<file path="config.mk">
export PLATFORM = sky130hd
export DESIGN_NAME = fifo_multichwrctrl
export DESIGN_NICKNAME = d
export VERILOG_FILES = /design/src/rtl/fifo_multichwrctrl_pkg.sv /design/src/rtl/fifo_multichwrctrl.sv
export SDC_FILE = /design/constraint.sdc
export NUM_CORES = 1
export LEC_CHECK = 0
export CORE_AREA = 2 2 79 81
export CTS_CLUSTER_SIZE = 16
export DETAILED_ROUTE_END_ITERATION = 7
export DIE_AREA = 0 0 81 83
export DONT_BUFFER_PORTS = 1
export SYNTH_ARGS = -nofsm -noshare
export SYNTH_HDL_FRONTEND = slang
export SYNTH_SLANG_ARGS = --single-unit
</file>
<file path="constraint.sdc">
create_clock -name clk -period 2.8 [get_ports clk]
set_clock_uncertainty 0.15 [all_clocks]
set_input_delay 0.56 -clock clk [delete_from_list [all_inputs] [get_ports clk]]
set_output_delay 0.56 -clock clk [all_outputs]
set_load 0.02 [all_outputs]
</file>
<file path="src/rtl/fifo_multichwrctrl_pkg.sv">
// rtl/fifo_multichwrctrl_pkg.sv - controller state type and default field widths.
package fifo_multichwrctrl_pkg;

  localparam int DEF_WR_CHANNEL_CNT   = 5;
  localparam int DEF_WR_CHANNEL_DEPTH = 64;
  localparam int CH_SEL_W             = $clog2(DEF_WR_CHANNEL_CNT);
  localparam int CNT_W                = $clog2(DEF_WR_CHANNEL_DEPTH) + 1;

  typedef enum logic [1:0] {IDLE, SETTLE, STREAM, DONE} state_t;

endpackage

</file>
<file path="src/rtl/fifo_multichwrctrl.sv">
// rtl/fifo_multichwrctrl.sv - moves a commanded word count from an FWFT source into one channel of a FIFO bank.
// Optional stall watchdog enabled by FIFO_MULTICHWRCTRL_TIMEOUT_EN.
module fifo_multichwrctrl
  import fifo_multichwrctrl_pkg::*;
#(
  parameter int CHANNEL_WIDTH    = 32,
  parameter int WR_CHANNEL_CNT   = DEF_WR_CHANNEL_CNT,
  parameter int WR_CHANNEL_DEPTH = DEF_WR_CHANNEL_DEPTH,
  parameter int WR_DELAY_CYCLES  = 5,
  parameter int TIMEOUT_CYCLES   = 1024
) (
  input  logic                                  clk,
  input  logic                                  rst,
  input  logic                                  i_cmd_valid,
  input  logic [$clog2(WR_CHANNEL_CNT)-1:0]     i_cmd_wrchsel,
  input  logic [$clog2(WR_CHANNEL_DEPTH):0]     i_cmd_wrcnt,
  output logic                                  o_cmd_ready,
  output logic                                  o_cmd_done,
  output logic                                  o_cmd_error,
  output logic                                  o_timeout,
  input  logic                                  i_singlechannel_rd_valid,
  input  logic [CHANNEL_WIDTH-1:0]              i_singlechannel_rd_data,
  output logic                                  o_singlechannel_rd_en,
  output logic [WR_CHANNEL_CNT-1:0]             o_wr_en_channels,
  output logic [CHANNEL_WIDTH-1:0]              o_wr_data,
  input  logic [WR_CHANNEL_CNT-1:0]             i_ready_channels,
  input  logic [WR_CHANNEL_CNT-1:0]             i_full_next_channels
);

  localparam int SEL_W    = $clog2(WR_CHANNEL_CNT);
  localparam int CW       = $clog2(WR_CHANNEL_DEPTH) + 1;
  localparam int SETTLE_W = (WR_DELAY_CYCLES > 1) ? $clog2(WR_DELAY_CYCLES) : 1;

  state_t               state;
  logic [SEL_W-1:0]     sel;
  logic [CW-1:0]        remaining;
  logic [SETTLE_W-1:0]  settle_cnt;
  logic [CW-1:0]        cnt_clamped;
  logic                 bad_sel;
  logic                 xfer;
  logic                 timeout_hit;

  assign cnt_clamped = (i_cmd_wrcnt > CW'(WR_CHANNEL_DEPTH)) ? CW'(WR_CHANNEL_DEPTH) : i_cmd_wrcnt;
  assign bad_sel     = {1'b0, i_cmd_wrchsel} >= (SEL_W + 1)'(WR_CHANNEL_CNT);

  // A write still in flight to a one-slot-left channel would fill it, so hold off one cycle.
  assign xfer = (state == STREAM) && i_singlechannel_rd_valid && i_ready_channels[sel]
                && !(o_wr_en_channels[sel] && i_full_next_channels[sel]);
  assign o_singlechannel_rd_en = xfer;

`ifdef FIFO_MULTICHWRCTRL_TIMEOUT_EN
  localparam int TO_W = $clog2(TIMEOUT_CYCLES + 1);
  logic [TO_W-1:0] stall_cnt;

  always_ff @(posedge clk or posedge rst) begin
    if (rst)                           stall_cnt <= '0;
    else if (state != STREAM || xfer)  stall_cnt <= '0;
    else                               stall_cnt <= stall_cnt + 1'b1;
  end

  assign timeout_hit = !xfer && (stall_cnt == TO_W'(TIMEOUT_CYCLES - 1));
`else
  // watchdog compiled out; this comparison is always false
  assign timeout_hit = (TIMEOUT_CYCLES < 0);
`endif

  always_ff @(posedge clk or posedge rst) begin
    if (rst) begin
      state            <= IDLE;
      sel              <= '0;
      remaining        <= '0;
      settle_cnt       <= '0;
      o_cmd_ready      <= 1'b1;
      o_cmd_done       <= 1'b0;
      o_cmd_error      <= 1'b0;
      o_timeout        <= 1'b0;
      o_wr_en_channels <= '0;
      o_wr_data        <= '0;
    end else begin
      o_cmd_done       <= 1'b0;
      o_cmd_error      <= 1'b0;
      o_timeout        <= 1'b0;
      o_wr_en_channels <= xfer ? (WR_CHANNEL_CNT'(1) << sel) : '0;
      if (xfer) o_wr_data <= i_singlechannel_rd_data;

      case (state)
        IDLE: begin
          if (i_cmd_valid) begin
            sel        <= i_cmd_wrchsel;
            remaining  <= cnt_clamped;
            settle_cnt <= '0;
            if (bad_sel) begin
              o_cmd_error <= 1'b1;
            end else if (cnt_clamped == '0) begin
              state       <= DONE;
              o_cmd_done  <= 1'b1;
              o_cmd_ready <= 1'b0;
            end else if (WR_DELAY_CYCLES == 0) begin
              state       <= STREAM;
              o_cmd_ready <= 1'b0;
            end else begin
              state       <= SETTLE;
              o_cmd_ready <= 1'b0;
            end
          end
        end
        SETTLE: begin
          if (settle_cnt == SETTLE_W'(WR_DELAY_CYCLES - 1)) state <= STREAM;
          else settle_cnt <= settle_cnt + 1'b1;
        end
        STREAM: begin
          if (xfer) begin
            remaining <= remaining - 1'b1;
            if (remaining == CW'(1)) begin
              state      <= DONE;
              o_cmd_done <= 1'b1;
            end
          end else if (timeout_hit) begin
            state      <= DONE;
            o_cmd_done <= 1'b1;
            o_timeout  <= 1'b1;
          end
        end
        DONE: begin
          state       <= IDLE;
          o_cmd_ready <= 1'b1;
        end
        default: state <= IDLE;
      endcase
    end
  end

endmodule
</file>
# [Word-level counts from Yosys, hierarchy flattened]
# Index checks and enable logic that the tools add are counted.
# Widths: inputs -> output; s select.
[word_totals] regBits=55 in_bits=56 wordCells=74 output_inout_bits=42
[classes] addsub=2 mux=33 order_cmp=3 n_reduce_logical=15 shift=1 n_eq_ne=11
[op_table] cell="$mux 7" count=3
[op_table] cell="$pmux 7 s2" count=1
[op_table] cell="$mux 1" count=13
[op_table] cell="$mux 2" count=6
[op_table] cell="$ne 2x2->1 const B" count=5
[op_table] cell="$bmux 1 s3" count=3
[op_table] cell="$reduce_and 3->1" count=3
[op_table] cell="$pmux 2 s4" count=1
[op_table] cell="$eq 7x1->1 const B" count=1
[op_table] cell="$gt 7x7->1 const B" count=1
[op_table] cell="$logic_not 7->1" count=1
[op_table] cell="$sub 7x1->7 const B" count=1
[op_table] cell="$mux 3" count=2
[op_table] cell="$pmux 3 s2" count=1
[op_table] cell="$reduce_bool 2->1" count=3
[op_table] cell="$mux 5" count=1
[op_table] cell="$reduce_and 5->1" count=1
[op_table] cell="$shl 1x3->5 const A" count=1
[op_table] cell="$eq 2x2->1 const B" count=2
[op_table] cell="$logic_and 1x1->1" count=4
[op_table] cell="$lt 3x4->1 const B" count=1
[op_table] cell="$pmux 1 s2" count=2
[op_table] cell="$add 3x1->3 const B" count=1
[op_table] cell="$eq 3x3->1 const B" count=1
[op_table] cell="other kinds (6)" count=6

# [Logic depth before layout (Yosys ltp)]
[depth] ltp_word=7 mapped_depth=10 ltp_nobuf=9

# [Worst setup path after synthesis]
# Ideal clock, no wire load.
[synth_path] kind="input -> output" from="input port i_ready_channels[1]" to="output port o_singlechannel_rd_en" slack_ns=0.432 required_ns=2.090 stages=6 t_arrival_ns=1.658 n_path_buf=1 path_cell_list="mux4_2 > or3b_1 > nor2_2 > nor2_4 > inv_4 > buf_6"
[synth_between] elab_chain_cells=4
[synth_lines] item="start: declaration" line="fifo_multichwrctrl.sv:26" rtl="input logic [WR_CHANNEL_CNT-1:0] i_ready_channels,"
[synth_lines] item="$bmux 1 s3" line="fifo_multichwrctrl.sv:47" rtl="assign xfer = (state == STREAM) && i_singlechannel_rd_valid && i_ready_channels[sel]"
[synth_lines] item="$mux 1 (implied by the code)" line="fifo_multichwrctrl.sv:47"
[synth_lines] item="$logic_and 1x1->1" line="fifo_multichwrctrl.sv:47"
[synth_lines] item="$logic_and 1x1->1" line="fifo_multichwrctrl.sv:48" rtl="&& !(o_wr_en_channels[sel] && i_full_next_channels[sel]);"
[synth_lines] item="end: declaration" line="fifo_multichwrctrl.sv:23" rtl="output logic o_singlechannel_rd_en,"
# Every way passes these cells. The select of a mux whose other input is x is not followed.

# [Final worst setup path]
[layout_path] from="register state[0]" to="output port o_singlechannel_rd_en"
[layout_between] elab_chain_cells=4
[layout_lines] item="start: declaration" line="fifo_multichwrctrl.sv:34" rtl="state_t state;"
[layout_lines] item="start signal: assignment" line="fifo_multichwrctrl.sv:69" rtl="state <= IDLE;"
[layout_lines] item="start signal: assignment" line="fifo_multichwrctrl.sv:95" rtl="state <= DONE;"
[layout_lines] item="start signal: assignment" line="fifo_multichwrctrl.sv:99" rtl="state <= STREAM;"
[layout_lines] item="$eq 2x2->1" line="fifo_multichwrctrl.sv:47"
[layout_lines] item="$logic_and 1x1->1 (2 in a row)" line="fifo_multichwrctrl.sv:47"
[layout_lines] item="$logic_and 1x1->1" line="fifo_multichwrctrl.sv:48"
# Every way passes these cells.

==> impl_metrics.ini <==
[grt]
antenna_found_initial = 0
grt_pass1_wl_mm = 7.99
grt_overflow = 0
gr-usage-all-layers = 0.154
grt_start_max_net_pins = 24
grt_pass1_vias = 1612

[timing]
fmax_mhz = 376
setup_tns_ns = 0
whs_ns = 0.247
post-route-min-period_ns = 2.66
slew_violations = 0
setup_viol = 0
hold_viol_final = 0
rsz0062_at_grt = no
max_slew_margin = 0.585
tightestPinTransition_ns = 0.621
timing.final.ws_setup_ns = 0.142
min_period_over_period = 0.949

[clock_network]
cts.sinks = 55
worstSkewPairLatency_ns = 0.30
clkSlewWorstSetupHoldPaths_ns = 0.10
cts_root_buffer = clkbuf_8
clock_path_buffers = 2
cts_tree = yes
postCtsSetupBuffers = 0
h-tree-depth = 2
cts_buffers = 5

[synthesis]
seq_area_frac_synth = 0.528
synth_edf_count = 0
syn-instance-count = 212
yosysTopAreaCell = dfrtp_1
yosysMostFrequentCell = dfrtp_1
synthAdderAreaFrac = 0.0383
avgSynthCellArea_sq_um = 12.3
syn-num-nets = 276
synth-simple-area-share = 0.108
synth.distinct_cells = 51
synth-main-ff-cell = dfrtp_1
synth_top_area_frac = 0.517
synth_area_leaders = dfrtp_1 52%, mux2_2 16%, ha_1 3.8%
synth_top_family_by_area = multiplexers
synth_xor_xnor_area_share = 0
yosys_register_bits = 55
synth_commonest_cells = 54 x dfrtp_1, 36 x mux2_2, 13 x nand2_1
syn_area_sq_um = 2610
muxShareOfSynthArea = 0.168
synthArstFlopShare = 1.00
synth-compound-area-share = 0.112
yosysWarnings = 0

[route]
routed_wl_mm = 5.01
routedWlPerCell_um = 17.0
drt_iter0_markers = 59
postRouteAntennaNets = 0
first_pass_iters = 4
num_vias = 1668
drc_errors = 0
vias_per_cell = 5.65

[placement]
dpl_worst_slack_ns = 0.292
hpwlAfterDp_mm = 3.75
numPortBuffers = 0
placed_area_sq_um = 2710
place_congestion = 0.799
place_inst = 286

[floorplanning]
die_area_sq_um = 6720
num_rows = 28
core_sq_um = 5820
die_y_um = 83
die_w_um = 81
initial_utilization = 0.449
ios = 98

[final_layout]
fillCellCount = 545
drive_gt1_frac = 0.291
finalInstanceArea_sq_um = 2820
final_cells = 295
antennaDiodeCount = 0
utilization = 0.485
final_nets = 283
area_growth_syn_to_layout_pct = 7.95

[worst_setup_path]
path_cells = inv_1 -> ha_1 -> nand2_1 -> or3b_1 -> nor2_2 -> nor2_4 -> inv_6
cp_slowest_cell = dfrtp_1
slowest_delay_ns = 0.43
worst_setup_path_start_kind = flip-flop
critical_path.top_delay_family = simple AND/OR/NAND/NOR gates
setup.worst_path.end_class = primary output
path_class = flip-flop to primary output
arrival_ns = 1.95
worstPathRequired_ns = 2.09
cp_num_buf_inv = 2
crit_fanout = 23

[power]
p_leak_nw = 1.21
power_density_nw_per_um2 = 1150
power_mw = 3.25
ir_worst_vdd_mv = 0.516

[worst_hold_path]
min_path_type = input port to flip-flop

[run]
maxCapViolCount = 0

[status]
status = completed
-- layer usage --
layer  wire length (um)  global-route usage
met1               2110               0.202
met2               2480               0.249
met3                360              0.0380
met4                 62              0.0462
met5                  0                   0
-- kinds of logic (layout without fill, tap and decap cells) --
logic type / after synthesis / count (layout)
AOI/OAI and AO/OA: 39 / 39
adders and majority gates: 8 / 8
buffers and inverters: 21 / 29
DFF: 55 / 55
muxes: 38 / 38
other: 1 / 1
and+or+nand+nor: 50 / 50
-- layout by cell type, fill, tap and decap left out, drive strengths merged, types with 2 or more instances in the layout --
cell	synthesis	layout
o221ai	4	4
mux2	36	36
inv	9	10
a31oi	3	3
nor2b	4	4
o2bb2ai	4	4
ha	8	8
o211a	2	2
and3	2	2
nand4	2	2
nor3	5	5
nand3	2	2
dfrtp	54	54
nor4	3	3
a21oi	6	6
clkbuf	6	5
nand4bb	2	2
nand4b	2	2
nand2	13	13
o21ai	7	7
buf	5	10
clkinv	1	2
nor2	10	10
or3b	2	2
-- final cells by class --
type | count | area [sq um] | share of cell area
multi-input combinational | 136 | 1110 | 0.395
tap | 75 | 93.8 | 0.0333
clock inverter | 3 | 23.8 | 0.00843
clock buffer | 5 | 68.8 | 0.0244
sequential | 55 | 1380 | 0.489
inverter | 10 | 42.5 | 0.0151
timing repair buffer | 11 | 97.6 | 0.0346
-- what timing repair did --
action	CTS	global route
endpoints found under the hold margin	13	0
gates resized for setup	0	1
endpoints found under the setup margin	0	1
hold buffers	1	0
-- worst reg2reg max path: cells and delay by family, from the launching register on --
family | cells | cell delay (ns)
AND/OR/NAND/NOR | 4 | 0.72
multiplexers | 1 | 0.34
flip-flops | 1 | 0.43
buffers and inverters | 3 | 0.51
adder cells (fa/ha/maj) | 1 | 0.19
-- flip-flops by register name, summed over array words and instances, names as in the netlist --
| register | flops |
|---|---|
| o_cmd_done | 1 |
| o_cmd_error | 1 |
| o_cmd_ready | 1 |
| o_wr_data | 32 |
| o_wr_en_channels | 5 |
| remaining | 7 |
| sel | 3 |
| settle_cnt | 3 |
| state | 2 |
-- path summary, 6_finish.rpt --
| check | from | end | slack (ns) | depth (start not counted) |
|---|---|---|---|---|
| max in group asynchronous | rst | o_cmd_ready | 1.37 | 3 |
| setup / recovery | state[0] | o_singlechannel_rd_en | 0.14 | 7 |
| min in group asynchronous | rst | o_wr_data[18] | 0.49 | 2 |
| hold reg to reg | remaining[6] | remaining[6] | 0.37 | 1 |
| setup reg to reg | state[0] | o_wr_data[8] | 0.37 | 9 |
| hold / removal | i_singlechannel_rd_data[10] | o_wr_data[10] | 0.25 | 1 |
-- report_power, final --
part	total, mW	switching, mW	internal [mW]	leakage, nW
logic	1.09	0.511	0.579	0.489
clock network	0.449	0.267	0.181	0.0461
registers	1.71	0.565	1.15	0.672
total	3.25	1.34	1.91	1.21
Power figures use the tool's default switching activity.
